File: src/rtl/baud_gen_frac_pkg.sv
// Shared constants, helpers and divisor presets for the fractional UART baud generator.
package baud_gen_frac_pkg;

  localparam int DEF_INT_W  = 16;
  localparam int DEF_FRAC_W = 4;
  localparam int DEF_OSR    = 16;

  // Ceiling log2, usable at elaboration time for port widths.
  function automatic int log2_int(input int value);
    int result;
    result = 0;
    for (int i = 0; i < 31; i++) begin
      if ((1 << i) < value) result = i + 1;
    end
    return result;
  endfunction

  typedef struct packed {
    logic [DEF_INT_W-1:0]  div_int;
    logic [DEF_FRAC_W-1:0] div_frac;
  } div_preset_t;

  // 50 MHz / 115200 baud / 16x oversample = 27.127 -> 27 + 2/16
  localparam div_preset_t PRESET_50M_115200 = '{div_int: 16'd27, div_frac: 4'd2};

endpackage

File: src/rtl/baud_gen_frac_divider.sv
// Fractional clock divider: shadow divisor registers, period counter and
// first-order fraction accumulator producing the oversample tick.
module baud_gen_frac_divider
  import baud_gen_frac_pkg::*;
#(
  parameter int INT_W  = DEF_INT_W,
  parameter int FRAC_W = DEF_FRAC_W
) (
  input  logic              i_clk,
  input  logic              i_rstn,
  input  logic              i_en,
  input  logic [INT_W-1:0]  i_div_int,
  input  logic [FRAC_W-1:0] i_div_frac,
  input  logic              i_div_load,
  input  logic              i_resync,
  output logic              o_term,
  output logic              o_os_tick
);

  logic [INT_W-1:0]  div_int_q, div_int_d;
  logic [FRAC_W-1:0] div_frac_q, div_frac_d;
  logic [INT_W-1:0]  cnt_q, cnt_d;
  logic [FRAC_W-1:0] acc_q, acc_d;
  logic              os_tick_q, os_tick_d;

  logic [FRAC_W:0]   acc_sum;
  logic [INT_W-1:0]  term_val;
  logic              restart;
  logic              div_off;
  logic              term_hit;

  // The carry out of the accumulator stretches this period by one cycle.
  assign acc_sum  = {1'b0, acc_q} + {1'b0, div_frac_q};
  assign term_val = div_int_q - INT_W'(1) + INT_W'(acc_sum[FRAC_W]);
  assign restart  = i_div_load | i_resync;
  assign div_off  = (div_int_q == '0);
  assign term_hit = i_en & ~restart & ~div_off & (cnt_q == term_val);

  always_comb begin
    div_int_d  = div_int_q;
    div_frac_d = div_frac_q;
    cnt_d      = cnt_q;
    acc_d      = acc_q;
    os_tick_d  = 1'b0;
    if (restart) begin
      cnt_d = '0;
      acc_d = '0;
      if (i_div_load) begin
        div_int_d  = i_div_int;
        div_frac_d = i_div_frac;
      end
    end else if (i_en) begin
      if (div_off) begin
        cnt_d = '0;
        acc_d = '0;
      end else if (term_hit) begin
        cnt_d     = '0;
        acc_d     = acc_sum[FRAC_W-1:0];
        os_tick_d = 1'b1;
      end else begin
        cnt_d = cnt_q + INT_W'(1);
      end
    end
  end

  always_ff @(posedge i_clk or negedge i_rstn) begin
    if (!i_rstn) begin
      div_int_q  <= '0;
      div_frac_q <= '0;
      cnt_q      <= '0;
      acc_q      <= '0;
      os_tick_q  <= 1'b0;
    end else begin
      div_int_q  <= div_int_d;
      div_frac_q <= div_frac_d;
      cnt_q      <= cnt_d;
      acc_q      <= acc_d;
      os_tick_q  <= os_tick_d;
    end
  end

  assign o_term    = term_hit;
  assign o_os_tick = os_tick_q;

endmodule

File: src/rtl/baud_gen_frac.sv
// Fractional baud generator: oversample tick from the divider, plus the
// per-bit phase counter with bit-boundary and mid-bit tick decode.
module baud_gen_frac
  import baud_gen_frac_pkg::*;
#(
  parameter int INT_W  = DEF_INT_W,
  parameter int FRAC_W = DEF_FRAC_W,
  parameter int OSR    = DEF_OSR,
  localparam int OS_W  = log2_int(OSR)
) (
  input  logic              i_clk,
  input  logic              i_rstn,
  input  logic              i_en,
  input  logic [INT_W-1:0]  i_div_int,
  input  logic [FRAC_W-1:0] i_div_frac,
  input  logic              i_div_load,
  input  logic              i_resync,
  output logic              o_os_tick,
  output logic              o_mid_tick,
  output logic              o_bit_tick,
  output logic [OS_W-1:0]   o_os_cnt
);

  logic            term_evt;
  logic [OS_W-1:0] os_cnt_q, os_cnt_d;
  logic            bit_tick_q, bit_tick_d;
  logic            mid_tick_q, mid_tick_d;

  baud_gen_frac_divider #(
    .INT_W  (INT_W),
    .FRAC_W (FRAC_W)
  ) u_divider (
    .i_clk      (i_clk),
    .i_rstn     (i_rstn),
    .i_en       (i_en),
    .i_div_int  (i_div_int),
    .i_div_frac (i_div_frac),
    .i_div_load (i_div_load),
    .i_resync   (i_resync),
    .o_term     (term_evt),
    .o_os_tick  (o_os_tick)
  );

  // term_evt is already gated by restart, so a restart always wins over a tick.
  always_comb begin
    os_cnt_d   = os_cnt_q;
    bit_tick_d = 1'b0;
    mid_tick_d = 1'b0;
    if (i_div_load | i_resync) begin
      os_cnt_d = '0;
    end else if (term_evt) begin
      os_cnt_d   = os_cnt_q + OS_W'(1);
      bit_tick_d = (os_cnt_q == OS_W'(OSR - 1));
      mid_tick_d = (os_cnt_q == OS_W'(OSR / 2 - 1));
    end
  end

  always_ff @(posedge i_clk or negedge i_rstn) begin
    if (!i_rstn) begin
      os_cnt_q   <= '0;
      bit_tick_q <= 1'b0;
      mid_tick_q <= 1'b0;
    end else begin
      os_cnt_q   <= os_cnt_d;
      bit_tick_q <= bit_tick_d;
      mid_tick_q <= mid_tick_d;
    end
  end

  assign o_bit_tick = bit_tick_q;
  assign o_mid_tick = mid_tick_q;
  assign o_os_cnt   = os_cnt_q;

endmodule

File: config.mk
export PLATFORM = sky130hd
export DESIGN_NAME = baud_gen_frac
export DESIGN_NICKNAME = d
export VERILOG_FILES = /design/src/rtl/baud_gen_frac_pkg.sv /design/src/rtl/baud_gen_frac_divider.sv /design/src/rtl/baud_gen_frac.sv
export SDC_FILE = /design/constraint.sdc
export NUM_CORES = 1
export LEC_CHECK = 0
export BUFFER_PORTS_ARGS = -buffer_cell sky130_fd_sc_hd__buf_2
export CAP_MARGIN = 20
export CORE_ASPECT_RATIO = 1.4
export CORE_UTILIZATION = 50
export CTS_CLUSTER_SIZE = 28
export DETAILED_ROUTE_END_ITERATION = 8
export GPL_ROUTABILITY_DRIVEN = 0
export HOLD_SLACK_MARGIN = 0.15
export PLACE_DENSITY_LB_ADDON = 0.1
export SETUP_SLACK_MARGIN = 0.02
export SLEW_MARGIN = 20
export SYNTH_ARGS = -nofsm -noshare
export SYNTH_HDL_FRONTEND = slang
export SYNTH_HIERARCHICAL = 1
export SYNTH_SLANG_ARGS = --single-unit
File: constraint.sdc
create_clock -name i_clk -period 4.7 [get_ports i_clk]
set_input_delay 0.94 -clock i_clk [delete_from_list [all_inputs] [get_ports i_clk]]
set_output_delay 0.94 -clock i_clk [all_outputs]
set_load 0.05 [all_outputs]
# After elaboration in Yosys (flattened, before gate mapping)
# Cells that the tools add are included.
# word_totals
reg_bits	47
latchBits	0
ramBits	0
rom_bits	0
inputBits	25
out_inout_bits	7
n_memories	0
# op_classes
add_sub_neg	5
n_mul	0
div	0
magnitude_cmp	0
n_eq_ne	3
shifts	0
n_mux	18
n_bitwise	6
n_reduce_logical	6
# ops
cell	n
2-to-1 mux 16 bit	4
2-to-1 mux 4 bit	6
adder 16 x 1 -> 16 bit	1
adder 16 x 1 -> 16 bit (second input constant)	1
== test 16 bit	1
zero test 16 bit	1
subtractor 16 x 1 -> 16 bit (second input constant)	1
2-to-1 mux 1 bit	8
adder 4 x 4 -> 5 bit	1
adder 4 x 1 -> 4 bit (second input constant)	1
== test 4 x 3 -> 1 bit (second input constant)	1
== test 4 bit (second input constant)	1
AND reduction 2 bit	2
nonzero test 2 bit	2
AND 1 bit	3
nonzero test 3 bit	1
NOT 1 bit	2
OR 1 bit	1

# Logic depth before layout (Yosys ltp)
# depth
ltp_word	9
depth_mapped	18
depth_no_buf	16

# By module
# The synthesis kept the hierarchy.
# by_module_without_submodules
mod	instances	cells_per_inst	area_per_inst_um2
baud_gen_frac_divider	1	277	2731.4
baud_gen_frac	1	25	281.5

# Worst setup path after synthesis
# No wires, ideal clock.
# synth_timing
kind	register to register
from	register u_divider.acc_q[0]
to	register os_cnt_q[3] (netlist: o_os_cnt[3])
setup_time_ps	125
arrival_ps	3871
setup_slack_ps	704
stages_incl_launch_ff	19
n_path_buf	2
period_less_slack_ps	3996
cell_sequence	dfrtp_1 > ha_1 > inv_1 > fa_1 > inv_1 > a21o_1 > a21oi_1 > ha_1 > ha_1 > or3b_4 > a2111o_1 > a31oi_2 > o2111ai_2 > nor4b_4 > and2_1 > buf_4 > buf_4 > nand4_1 > mux2_2
# synth_via
elab_chain_cells	5
# synth_lines
item	line	source
start, declared	baud_gen_frac_divider.sv:23	logic [FRAC_W-1:0] acc_q, acc_d;
start signal, assigned	baud_gen_frac_divider.sv:71	acc_q <= '0;
start signal, assigned	baud_gen_frac_divider.sv:77	acc_q <= acc_d;
adder 4 x 4 -> 5 bit	baud_gen_frac_divider.sv:33	assign acc_sum = {1'b0, acc_q} + {1'b0, div_frac_q};
adder 16 x 1 -> 16 bit	baud_gen_frac_divider.sv:34	assign term_val = div_int_q - INT_W'(1) + INT_W'(acc_sum[FRAC_W]);
== test 16 bit	baud_gen_frac_divider.sv:37	assign term_hit = i_en & ~restart & ~div_off & (cnt_q == term_val);
AND 1 bit	baud_gen_frac_divider.sv:37	
net term_evt	baud_gen_frac.sv:24	logic term_evt;
nonzero test 2 bit (no source line)	--	
end signal, assigned	baud_gen_frac.sv:64	os_cnt_q <= os_cnt_d;
end, declared	baud_gen_frac.sv:25	logic [OS_W-1:0] os_cnt_q, os_cnt_d;
# The timed path passes the listed nets, and every way through them passes these cells.
# A chain may end at the register's enable or synchronous reset.

# Worst setup path in the final report
# layout_timing
from	register u_divider.acc_q[0]
to	register mid_tick_q (netlist: o_mid_tick)
# layout_via
elab_chain_cells	6
# layout_lines
item	line	source
adder 4 x 4 -> 5 bit	baud_gen_frac_divider.sv:33	
adder 16 x 1 -> 16 bit	baud_gen_frac_divider.sv:34	
== test 16 bit	baud_gen_frac_divider.sv:37	
AND 1 bit	baud_gen_frac_divider.sv:37	
net term_evt	baud_gen_frac.sv:24	
2-to-1 mux 1 bit	baud_gen_frac.sv:51	end else if (term_evt) begin
2-to-1 mux 1 bit	baud_gen_frac.sv:49	if (i_div_load | i_resync) begin
net mid_tick_d	baud_gen_frac.sv:27	logic mid_tick_q, mid_tick_d;
end signal, assigned	baud_gen_frac.sv:66	mid_tick_q <= mid_tick_d;
end, declared	baud_gen_frac.sv:27	
# The timed path passes the listed nets, and every way through them passes these cells.

==> results.json <==
{
  "status": "complete, no violations",
  "clock_latency_ps": 310,
  "hold_path_class": "flop to flop",
  "io_pins": 32,
  "regToRegSetupSlack_ps": 470,
  "power_density_nw_per_um2": 255,
  "worstSetupPathType": "flop to flop",
  "clk_pin_slew_ps": 90,
  "relSlewSlack": 0.534,
  "drv_cap": 0,
  "synthArstFlopShare": 1.00,
  "yosys.area.top_type_share": 0.390,
  "wirelength_um": 6660,
  "synth.avg_cell_area_um2": 9.98,
  "vias": 2338,
  "avgViaCountPerCell": 5.92,
  "diodes": 0,
  "hold_viol": 0,
  "yosysMostFrequentCell": "dfrtp_1",
  "die_area_um2": 6340,
  "fin_crit_ps": 4230,
  "cts_max_path_buffers": 2,
  "area_delta_synth_final_pct": 8.47,
  "drtIter0Drc": 120,
  "finalSetupTns_ps": 0,
  "track_usage": 0.234,
  "die_x_um": 67.6,
  "core_area_um2": 5820,
  "hpwl_um": 4980,
  "synthesis.area_um2": 3010,
  "die_h_um": 93.8,
  "cts_hold_buf": 0,
  "wl_per_cell_um": 16.9,
  "ys_types": 59,
  "synth_ff_type": "dfrtp_1",
  "drtAntennaViolNets": 0,
  "hold_path_depth": 1,
  "worstReg2RegEnd": "o_mid_tick",
  "cts_tree": "done",
  "rows": 33,
  "critical_path.max_fanout": 9,
  "synthCells": 302,
  "placedInstanceArea_um2": 3180,
  "grt_pass1_vias": 2265,
  "hp-start": "o_os_cnt[3]",
  "cts_resized": 0,
  "cts_setup_buffers": 0,
  "arrival_ps": 4440,
  "cts-root-buf": "clkbuf_8",
  "fin_nets": 358,
  "vdd_ir_drop_max_uv": 134,
  "htreeDepth": 2,
  "final_area_um2": 3270,
  "ys_warn_count": 6,
  "fmax_mhz": 237,
  "ys_seq_area_frac": 0.390,
  "cts_sinks": 47,
  "hold_end": "o_mid_tick",
  "drive_above_1_share": 0.222,
  "rr_worst_depth": 17,
  "maxSlewViolCount": 0,
  "synth-seq-cells": 47,
  "synth_nets": 336,
  "yosysTopAreaCell": "dfrtp_1",
  "startpoint_type": "flop",
  "rsz0062_at_grt": "false",
  "yosys-top-cells-count": "dfrtp_1, xnor2_1, nor2_1",
  "cts_buffers": 5,
  "setup_viol": 0,
  "antenna_found_initial": 0,
  "critPathCaptureType": "flop",
  "start_util": 0.518,
  "drc": 0,
  "timing.rr.start": "u_divider/acc_q[0]",
  "worstMarginPinSlew_ps": 694,
  "fin_crit_sh": 0.899,
  "grt_pass1_wl_um": 11000,
  "io_buffers": 31,
  "synth-edff-count": 0,
  "synth_area_leaders": "dfrtp_1, mux2_2, xnor2_1, ha_1, and3_1",
  "critPathRequiredTime_ps": 4910,
  "firstDrtPassIters": 4,
  "total_leakage_power_nw": 1.46,
  "grt-ovfl-total": 0,
  "fill_cells": 527,
  "fin_skew_ps": 5.42,
  "grt_max_degree": 48
}
[how the worst max path moves through the flow]
| stage | from | endpoint | depth (start not counted) |
|---|---|---|---|
| after floorplan | u_divider/acc_q[0] | o_os_cnt[3] | 18 |
| after global placement | u_divider/div_frac_q[0] | o_os_cnt[1] | 17 |
| after detailed placement | u_divider/acc_q[0] | o_mid_tick | 17 |
| after CTS | u_divider/div_frac_q[0] | o_mid_tick | 17 |
| after global routing | u_divider/acc_q[0] | o_mid_tick | 17 |
| final | u_divider/acc_q[0] | o_mid_tick | 17 |
[layout by cell type, fill, tap and decap left out, types with 4 or more instances in the layout]
cell,synthesis,routed
nand4_1,13,13
nor4_1,4,4
nor3b_1,4,4
dfrtp_1,47,47
mux2_2,18,18
a21oi_1,9,9
xnor2_1,21,21
nand3_1,8,8
inv_1,12,12
xor2_1,9,9
nand2_1,18,18
and3_1,15,15
o21ai_0,8,8
clkbuf_8,0,5
buf_2,1,30
ha_1,8,8
nor2_1,19,19
nor3_1,8,8
[layer usage]
metal	vias up	track usage	share of wire
met2	51	0.402	0.51
met1	1127	0.281	0.43
met4	0	0.0975	0.027
met3	15	0.0352	0.034
met5	-	0	0
li1	1145	-	-
[registers in the layout, summed over array words and instances, names as in the netlist]
| signal | cells |
|---|---|
| u_divider/acc_q | 4 |
| u_divider/cnt_q | 16 |
| o_os_cnt | 4 |
| o_bit_tick | 1 |
| u_divider/div_frac_q | 4 |
| o_mid_tick | 1 |
| u_divider/div_int_q | 16 |
| u_divider/o_os_tick | 1 |
[final cells by class]
cell class,count,area [um^2],share of cell area
clock buffer,5,68.8,0.0211
clock inverter,3,18.8,0.00574
inverter,12,45.0,0.0138
multi-input combinational,225,1700,0.520
sequential,47,1180,0.360
tap,70,87.6,0.0268
timing repair buffer,33,173,0.0528
[cell families after synthesis]
| family | synth area share |
|---|---|
| buffers and inverters | 0.0457 |
| multiplexers | 0.0772 |
| AO/OA/AOI/OAI | 0.127 |
| flip-flops | 0.390 |
| XOR/XNOR | 0.0872 |
| adder cells (fa/ha/maj) | 0.0399 |
| AND/OR/NAND/NOR | 0.233 |
[stage by stage]
step / utilization / total power, mW / setup WS [ps] / instances / hold slack [ps]
detailed placement: 0.546 / 0.590 / 473 / 387 / 500
global route: 0.561 / 0.873 / 90.4 / 395 / 552
global placement: 0.546 / 0.588 / 589 / 387 / 484
floorplan: - / 0.549 / 704 / 302 / 487
CTS: 0.561 / 0.839 / 460 / 395 / 512
finish: 0.561 / 0.835 / 473 / 395 / 512
[worst max-delay path: stages (launching register included)]
cell       delay, ps
dfrtp_1          410
ha_1             200
inv_1             70
fa_1             210
inv_1             50
a21o_1           170
a21oi_1          150
ha_1             240
ha_1             320
or3b_4           450
a2111o_1         370
a31oi_2          240
o2111ai_2        150
nor4b_4          400
and2_1           290
buf_4            180
nand2_1           70
nor4_1           170
[where the power goes]
part           internal, mW  switching, mW  total (mW)
combinational        0.0590         0.0705       0.130
sequential            0.422         0.0320       0.454
clock                 0.105          0.146       0.251
No activity file was read; power rests on OpenSTA's default activity.
